$ cat src/rtl/calc_pkg.sv
// Shared types for the calculator keypad sequencer: FSM states, display
// mux codes, key priority encoding and the state-to-display mapping.
package calc_pkg;

  typedef enum logic [3:0] {
    S_START,
    S_OP_A,
    S_OP_A_NEG,
    S_OPRND,
    S_OP_B,
    S_OP_B_NEG,
    S_EXEC,
    S_RESULT,
    S_ERROR
  } state_e;

  localparam logic [1:0] DISP_A   = 2'b00;
  localparam logic [1:0] DISP_B   = 2'b01;
  localparam logic [1:0] DISP_RES = 2'b10;
  localparam logic [1:0] DISP_ERR = 2'b11;

  // Winning key after priority resolution; higher enum value = higher priority.
  typedef enum logic [2:0] {
    KEY_NONE,
    KEY_DIG,
    KEY_MR,
    KEY_BKSP,
    KEY_SUB,
    KEY_OP,
    KEY_EX,
    KEY_CLEAR
  } key_e;

  // Resolve coincident key pulses: clear > ex > op > sub > bksp > mr > dig.
  function automatic key_e key_winner(input logic clear_k, input logic ex_k,
                                      input logic op_k, input logic sub_k,
                                      input logic bksp_k, input logic mr_k,
                                      input logic dig_k);
    key_e k;
    if (clear_k)     k = KEY_CLEAR;
    else if (ex_k)   k = KEY_EX;
    else if (op_k)   k = KEY_OP;
    else if (sub_k)  k = KEY_SUB;
    else if (bksp_k) k = KEY_BKSP;
    else if (mr_k)   k = KEY_MR;
    else if (dig_k)  k = KEY_DIG;
    else             k = KEY_NONE;
    return k;
  endfunction

  // Which register the display shows in each state. EXEC still shows B so
  // the result appears exactly when RESULT is entered.
  function automatic logic [1:0] disp_of(input state_e s);
    logic [1:0] d;
    case (s)
      S_OPRND, S_OP_B, S_OP_B_NEG, S_EXEC: d = DISP_B;
      S_RESULT:                            d = DISP_RES;
      S_ERROR:                             d = DISP_ERR;
      default:                             d = DISP_A;
    endcase
    return d;
  endfunction

endpackage

$ cat src/rtl/calc_digit_counter.sv
// Saturating digit counter shared by both operands. Priority within a cycle:
// clear > load > inc > dec. Never wraps at 0 or MAX_DIGITS.
module calc_digit_counter #(
  parameter int MAX_DIGITS = 4,
  parameter int CNT_W      = $clog2(MAX_DIGITS + 1)
) (
  input  logic             clock,
  input  logic             reset_n,
  input  logic             clear_i,
  input  logic             load_i,
  input  logic [CNT_W-1:0] load_val_i,
  input  logic             inc_i,
  input  logic             dec_i,
  output logic [CNT_W-1:0] count_o,
  output logic             empty_o,
  output logic             full_o
);

  localparam logic [CNT_W-1:0] MAX_CNT = CNT_W'(MAX_DIGITS);

  logic [CNT_W-1:0] count_q;
  logic [CNT_W-1:0] count_d;

  assign count_o = count_q;
  assign empty_o = (count_q == '0);
  assign full_o  = (count_q >= MAX_CNT);

  // Next count: clear, clamped load, or saturating step.
  always_comb begin
    count_d = count_q;
    if (clear_i)
      count_d = '0;
    else if (load_i)
      count_d = (load_val_i > MAX_CNT) ? MAX_CNT : load_val_i;
    else if (inc_i && !full_o)
      count_d = count_q + CNT_W'(1);
    else if (dec_i && !empty_o)
      count_d = count_q - CNT_W'(1);
  end

  // Count register.
  always_ff @(posedge clock or negedge reset_n) begin
    if (!reset_n) count_q <= '0;
    else          count_q <= count_d;
  end

endmodule

$ cat src/rtl/calc_sequencer.sv
// Keypad control FSM for the calculator datapath. Strobes are Mealy outputs
// decoded from the registered state and the winning key pulse; display select
// and error flag are registered from the next state.
module calc_sequencer
  import calc_pkg::*;
#(
  parameter int MAX_DIGITS = 4,
  parameter int MEM_SLOTS  = 4,
  localparam int SLOT_W    = (MEM_SLOTS > 1) ? $clog2(MEM_SLOTS) : 1
) (
  input  logic              clock,
  input  logic              reset_n,
  input  logic              dig_in,
  input  logic              sub_in,
  input  logic              op_in,
  input  logic              ex_in,
  input  logic              bksp_in,
  input  logic              clear_in,
  input  logic              ms_in,
  input  logic              mr_in,
  input  logic              mc_in,
  input  logic [SLOT_W-1:0] slot_sel,
  input  logic              err_in,
  output logic              load_A,
  output logic              load_B,
  output logic              bksp_A,
  output logic              bksp_B,
  output logic              load_op,
  output logic              execute,
  output logic              recall_A,
  output logic              recall_B,
  output logic              load_mem,
  output logic              clear_mem,
  output logic [SLOT_W-1:0] mem_slot,
  output logic              chain,
  output logic              reset_out,
  output logic              error,
  output logic [1:0]        display_select
);

  localparam int CNT_W = $clog2(MAX_DIGITS + 1);
  localparam logic [CNT_W-1:0] CNT_ONE = CNT_W'(1);
  localparam logic [CNT_W-1:0] CNT_MAX = CNT_W'(MAX_DIGITS);

  state_e     state_q, state_d;
  logic [1:0] disp_q;
  logic       error_q;

  key_e       key;
  logic       on_b;
  state_e     empty_st, entry_st, neg_st;

  // Operand-agnostic strobes, steered to A or B by on_b.
  logic ld_s, bk_s, rc_s, op_s, exe_s, chain_s, rst_s;

  logic             cnt_clr, cnt_ld, cnt_inc, cnt_dec;
  logic [CNT_W-1:0] cnt_ld_val;
  logic [CNT_W-1:0] cnt_count;
  logic             cnt_empty, cnt_full;
  logic             mem_ok;

  calc_digit_counter #(
    .MAX_DIGITS(MAX_DIGITS),
    .CNT_W     (CNT_W)
  ) u_digit_counter (
    .clock     (clock),
    .reset_n   (reset_n),
    .clear_i   (cnt_clr),
    .load_i    (cnt_ld),
    .load_val_i(cnt_ld_val),
    .inc_i     (cnt_inc),
    .dec_i     (cnt_dec),
    .count_o   (cnt_count),
    .empty_o   (cnt_empty),
    .full_o    (cnt_full)
  );

  // Next state, counter control and strobe decode from the winning key.
  always_comb begin
    state_d    = state_q;
    ld_s       = 1'b0;
    bk_s       = 1'b0;
    rc_s       = 1'b0;
    op_s       = 1'b0;
    exe_s      = 1'b0;
    chain_s    = 1'b0;
    rst_s      = 1'b0;
    cnt_clr    = 1'b0;
    cnt_ld     = 1'b0;
    cnt_ld_val = '0;
    cnt_inc    = 1'b0;
    cnt_dec    = 1'b0;

    key      = key_winner(clear_in, ex_in, op_in, sub_in, bksp_in, mr_in, dig_in);
    on_b     = state_q inside {S_OPRND, S_OP_B, S_OP_B_NEG};
    empty_st = on_b ? S_OPRND    : S_START;
    entry_st = on_b ? S_OP_B     : S_OP_A;
    neg_st   = on_b ? S_OP_B_NEG : S_OP_A_NEG;

    if (key == KEY_CLEAR) begin
      rst_s   = 1'b1;
      cnt_clr = 1'b1;
      state_d = S_START;
    end else begin
      case (state_q)
        S_START, S_OPRND: begin
          // Only an idle START clears the datapath; OPRND keeps A and op.
          rst_s = !on_b;
          case (key)
            KEY_DIG: begin
              ld_s       = 1'b1;
              rst_s      = 1'b0;
              cnt_ld     = 1'b1;
              cnt_ld_val = CNT_ONE;
              state_d    = entry_st;
            end
            KEY_SUB: begin
              ld_s    = 1'b1;
              rst_s   = 1'b0;
              state_d = neg_st;
            end
            KEY_MR: begin
              rc_s       = 1'b1;
              rst_s      = 1'b0;
              cnt_ld     = 1'b1;
              cnt_ld_val = CNT_MAX;
              state_d    = entry_st;
            end
            default: ;
          endcase
        end
        S_OP_A, S_OP_B: begin
          case (key)
            KEY_DIG: begin
              ld_s    = !cnt_full;
              cnt_inc = 1'b1;
            end
            KEY_BKSP: begin
              bk_s    = 1'b1;
              cnt_dec = 1'b1;
              if (cnt_empty || cnt_count == CNT_ONE) state_d = empty_st;
            end
            KEY_MR: begin
              rc_s       = 1'b1;
              cnt_ld     = 1'b1;
              cnt_ld_val = CNT_MAX;
            end
            KEY_OP: begin
              if (!on_b) begin
                op_s    = 1'b1;
                cnt_clr = 1'b1;
                state_d = S_OPRND;
              end
            end
            KEY_EX: begin
              if (on_b) begin
                exe_s   = 1'b1;
                state_d = S_EXEC;
              end
            end
            default: ;
          endcase
        end
        S_OP_A_NEG, S_OP_B_NEG: begin
          case (key)
            KEY_SUB, KEY_BKSP: begin
              bk_s    = 1'b1;
              state_d = empty_st;
            end
            KEY_DIG: begin
              ld_s       = 1'b1;
              cnt_ld     = 1'b1;
              cnt_ld_val = CNT_ONE;
              state_d    = entry_st;
            end
            KEY_MR: begin
              rc_s       = 1'b1;
              cnt_ld     = 1'b1;
              cnt_ld_val = CNT_MAX;
              state_d    = entry_st;
            end
            default: ;
          endcase
        end
        S_EXEC: begin
          state_d = err_in ? S_ERROR : S_RESULT;
        end
        S_RESULT: begin
          // Chaining: result becomes A and the new operator is latched together.
          if (key == KEY_OP) begin
            chain_s = 1'b1;
            op_s    = 1'b1;
            cnt_clr = 1'b1;
            state_d = S_OPRND;
          end
        end
        S_ERROR: ;
        default: begin
          cnt_clr = 1'b1;
          state_d = S_START;
        end
      endcase
    end
  end

  // State register with registered display select and error flag.
  always_ff @(posedge clock or negedge reset_n) begin
    if (!reset_n) begin
      state_q <= S_START;
      disp_q  <= DISP_A;
      error_q <= 1'b0;
    end else begin
      state_q <= state_d;
      disp_q  <= disp_of(state_d);
      error_q <= (state_d == S_ERROR);
    end
  end

  assign mem_ok = (state_q != S_ERROR) && (state_q != S_EXEC);

  // Strobes are forced low while reset is held, independent of key inputs.
  assign load_A    = reset_n & ld_s & ~on_b;
  assign load_B    = reset_n & ld_s &  on_b;
  assign bksp_A    = reset_n & bk_s & ~on_b;
  assign bksp_B    = reset_n & bk_s &  on_b;
  assign recall_A  = reset_n & rc_s & ~on_b;
  assign recall_B  = reset_n & rc_s &  on_b;
  assign load_op   = reset_n & op_s;
  assign execute   = reset_n & exe_s;
  assign chain     = reset_n & chain_s;
  assign reset_out = reset_n & rst_s;
  assign load_mem  = reset_n & ms_in & mem_ok;
  assign clear_mem = reset_n & mc_in & mem_ok;
  assign mem_slot  = slot_sel;

  assign display_select = disp_q;
  assign error          = error_q;

endmodule

$ cat config.mk
export PLATFORM = sky130hd
export DESIGN_NAME = calc_sequencer
export DESIGN_NICKNAME = d
export VERILOG_FILES = /design/src/rtl/calc_pkg.sv /design/src/rtl/calc_digit_counter.sv /design/src/rtl/calc_sequencer.sv
export SDC_FILE = /design/constraint.sdc
export NUM_CORES = 1
export LEC_CHECK = 0
export ABC_AREA = 1
export CORE_AREA = 2 2 66 62
export DETAILED_ROUTE_END_ITERATION = 10
export DIE_AREA = 0 0 68 64
export HOLD_SLACK_MARGIN = 0.03
export PLACE_DENSITY = 0.66
export REMOVE_ABC_BUFFERS = 1
export SLEW_MARGIN = 40
export SYNTH_ARGS = -nofsm -noshare
export SYNTH_HDL_FRONTEND = slang
export SYNTH_SLANG_ARGS = --single-unit
$ cat constraint.sdc
create_clock -name clock -period 5.1 [get_ports clock]
set_clock_uncertainty 0.15 [all_clocks]
set_input_delay 1.02 -clock clock [delete_from_list [all_inputs] [get_ports clock]]
set_output_delay 1.02 -clock clock [all_outputs]
set_load 0.05 [all_outputs]
==> metrics.md <==
| Metric | Value |
|---|---|
| Status | `completed` |
| Die area | `0.00435 sq mm` |
| GRT Total Usage | `0.173` |
| CTS Buffer Depth | `2` |
| Root buffer cell | `clkbuf_8` |
| Crit path max-delay cell type | `clkdlybuf4s50_1` |
| Synthesized flop and latch total | `10` |
| Data arrival, critical path | `3.59 ns` |
| GRT overflow | `0` |
| I/O pin cnt | `31` |
| Port bufs | `26` |
| Post-cts hold buffer count | `0` |
| Crit path time final | `4.76 ns` |
| Share of layout cells above drive strength 1 | `0.153` |
| Setup CP Type | `in2out` |
| DP Cell Count | `278` |
| Core area | `0.00363 sq mm` |
| Top cells by area, synth | `dfrtp_1, nand2_1, nor2_1, inv_1, nand3_1` |
| Slew Viols, Final | `0` |
| Row cnt | `21` |
| Portion of netlist area occupied by mux cells | `0` |
| Max H-tree Level | `1` |
| DR vias | `1,447` |
| Cell Area, Synth | `0.00122 sq mm` |
| First-pass GRT wire length | `5830 um` |
| Crit. End Element | `output port` |
| Cell variety after synth | `25` |
| Largest family of logic cells by synthesized area | `simple AND/OR/NAND/NOR gates` |
| Synth area leader | `dfrtp_1` |
| Area fraction in compound gates after synthesis | `0.129` |
| RePlAce Congestion | `0.885` |
| RSZ-0062 raised after global routing | `no` |
| Number of fill cells in the layout | `404` |
| DR iter-0 viols | `66` |
| DIE WIDTH | `68 um` |
| CP bufs+invs | `3` |
| Pwr per Cell Area | `285 mW/mm^2` |
| Max-Cap Viols | `0` |
| Clock buffer count from CTS | `3` |
| PostCTS Resize Cnt | `0` |
| CP delay by family, top | `buffers and inverters` |
| CP peak stage delay | `0.84 ns` |
| CP max FO | `6` |
| Routed len/inst | `11.8 um` |
| Cells along the critical path | `clkdlybuf4s50_1 -> nor2_2 -> inv_2 -> nor3_4 -> nand3_2 -> nor2_1 -> o211ai_1 -> nor3_1 -> clkdlybuf4s50_1` |
| CTS tree | `done` |
| Post-synthesis adder-cell area fraction | `0.0410` |
| Crit path top cell by count | `clkdlybuf4s50_1` |
| CTS Sinks | `10` |
| Layout Cells excl Fill | `282` |
| Max transition margin | `0.668` |
| DRT antenna net count | `0` |
| Final HPWL DP | `2760 um` |
| Area delta synth->final | `29.1%` |
| Synth top area share | `0.205` |
| Simple-Gate Fraction of Synth Area | `0.493` |
| DR DRC count | `0` |
| Initial Util | `0.337` |
| Syn avg cell area | `5.87 sq um` |
| Routed wire length | `3320 um` |
| Hold WC Path Type | `reg2reg` |
| Yosys Warn Count | `0` |
| Fmax | `210 MHz` |
| Post-Syn Instances | `208` |
| Clk_lat worst skew | `0.24 ns` |
| Final hold vios | `0` |
| Nets | `255` |
| Largest net degree at the start of global routing | `12` |
| Most frequent cells in the layout | `nand2_1, nor2_1, inv_1` |
| Finish-stage setup viols | `0` |
| CP startpoint kind | `input port` |
| Setup TNS Final | `0 ns` |
| Final period util | `0.933` |
| Initial antenna violation count | `0` |
| Worst Max-Slew Pin Slew | `0.497 ns` |
| Worst vdd ir | `0.158 mV` |
| Vias in the first global route | `1,325` |
| DR pass1 iterations | `4` |
| XOR/XNOR Fraction of Synth Area | `0` |
| Clock slew at reported path FFs | `0.05 ns` |
| Leakage power | `0.000838 uW` |
| Setup repair bufs after CTS | `0` |
| # diodes | `0` |
| Die Span Y | `64 um` |
| Vias/cell | `5.13` |
| Seq/Total Area, Yosys | `0.205` |
| Critical path required time | `3.93 ns` |
==> synthesized netlist by cell type, drive strengths merged <==
cell type   n
o21ai      11
nor3        8
nor2       46
dfrtp      10
o221ai      2
inv        37
nand3      20
o211ai      2
a31oi       2
ha          4
a21oi      10
buf         3
nand4       7
nand2      46
==> logic make-up after synthesis <==
family | count (synthesis)
compound gates | 27
fa+ha+maj | 4
flops | 10
buf+inv | 40
simple gates | 127
==> registers in the layout (all words and copies together) (netlist names) <==
| signal | count |
|---|---|
| state_q | 4 |
| display_select | 2 |
| error | 1 |
| u_digit_counter.count_o | 3 |
==> metal layers <==
metal  share of wire  vias up  track usage
li1                -      730            -
met4          0.0054        0       0.0325
met1            0.48      665        0.242
met5               0        -            0
met3           0.066        2       0.0458
met2            0.45       50        0.266
==> power by group <==
part           internal [uW]  switching [uW]
sequential              91.6            15.8
combinational           75.9             166
clock                   67.9            31.5
==> tightest hold or removal path, delay by kind of cell, from the launching register on <==
| kind | cells | cell delay, ns |
|---|---|---|
| flops | 1 | 0.40 |
| simple gates | 1 | 0.06 |
| compound gates | 1 | 0.10 |
==> layout make-up <==
class	count	area, sq um	share of cell area
Clock buffer	4	55.1	0.0349
Multi-Input combinational cell	158	810	0.513
Inverter	37	141	0.0897
Tap cell	46	57.6	0.0365
Sequential cell	10	250	0.159
Timing Repair Buffer	27	263	0.167
==> worst paths after layout <==
path	start	end	slack, ns	cells past startpoint
hold reg to reg	u_digit_counter.count_o[0]	u_digit_counter.count_o[0]	0.45	2
hold / removal	u_digit_counter.count_o[0]	u_digit_counter.count_o[0]	0.45	2
setup / recovery	clear_in	bksp_A	0.34	9
setup reg to reg	state_q[3]	display_select[0]	2.89	14
max in group asynchronous	reset_n	state_q[3]	3.35	2
min in group asynchronous	reset_n	u_digit_counter.count_o[1]	0.97	1
==> per-stage QoR <==
step | area, sq um | hold slack [ns] | setup WS [ns] | power (uW) | utilization
2_1_floorplan | 1200 | 0.398 | 1.09 | 279 | -
3_5_place_dp | 1520 | 0.444 | 0.384 | 347 | 0.420
6_report | 1580 | 0.453 | 0.340 | 449 | 0.435
4_1_cts | 1580 | 0.459 | 0.355 | 448 | 0.435
3_3_place_gp | 1520 | 0.446 | 0.425 | 348 | 0.420
5_1_grt | 1580 | 0.476 | 0.128 | 487 | 0.435
No activity file was read; power rests on OpenSTA's default activity.
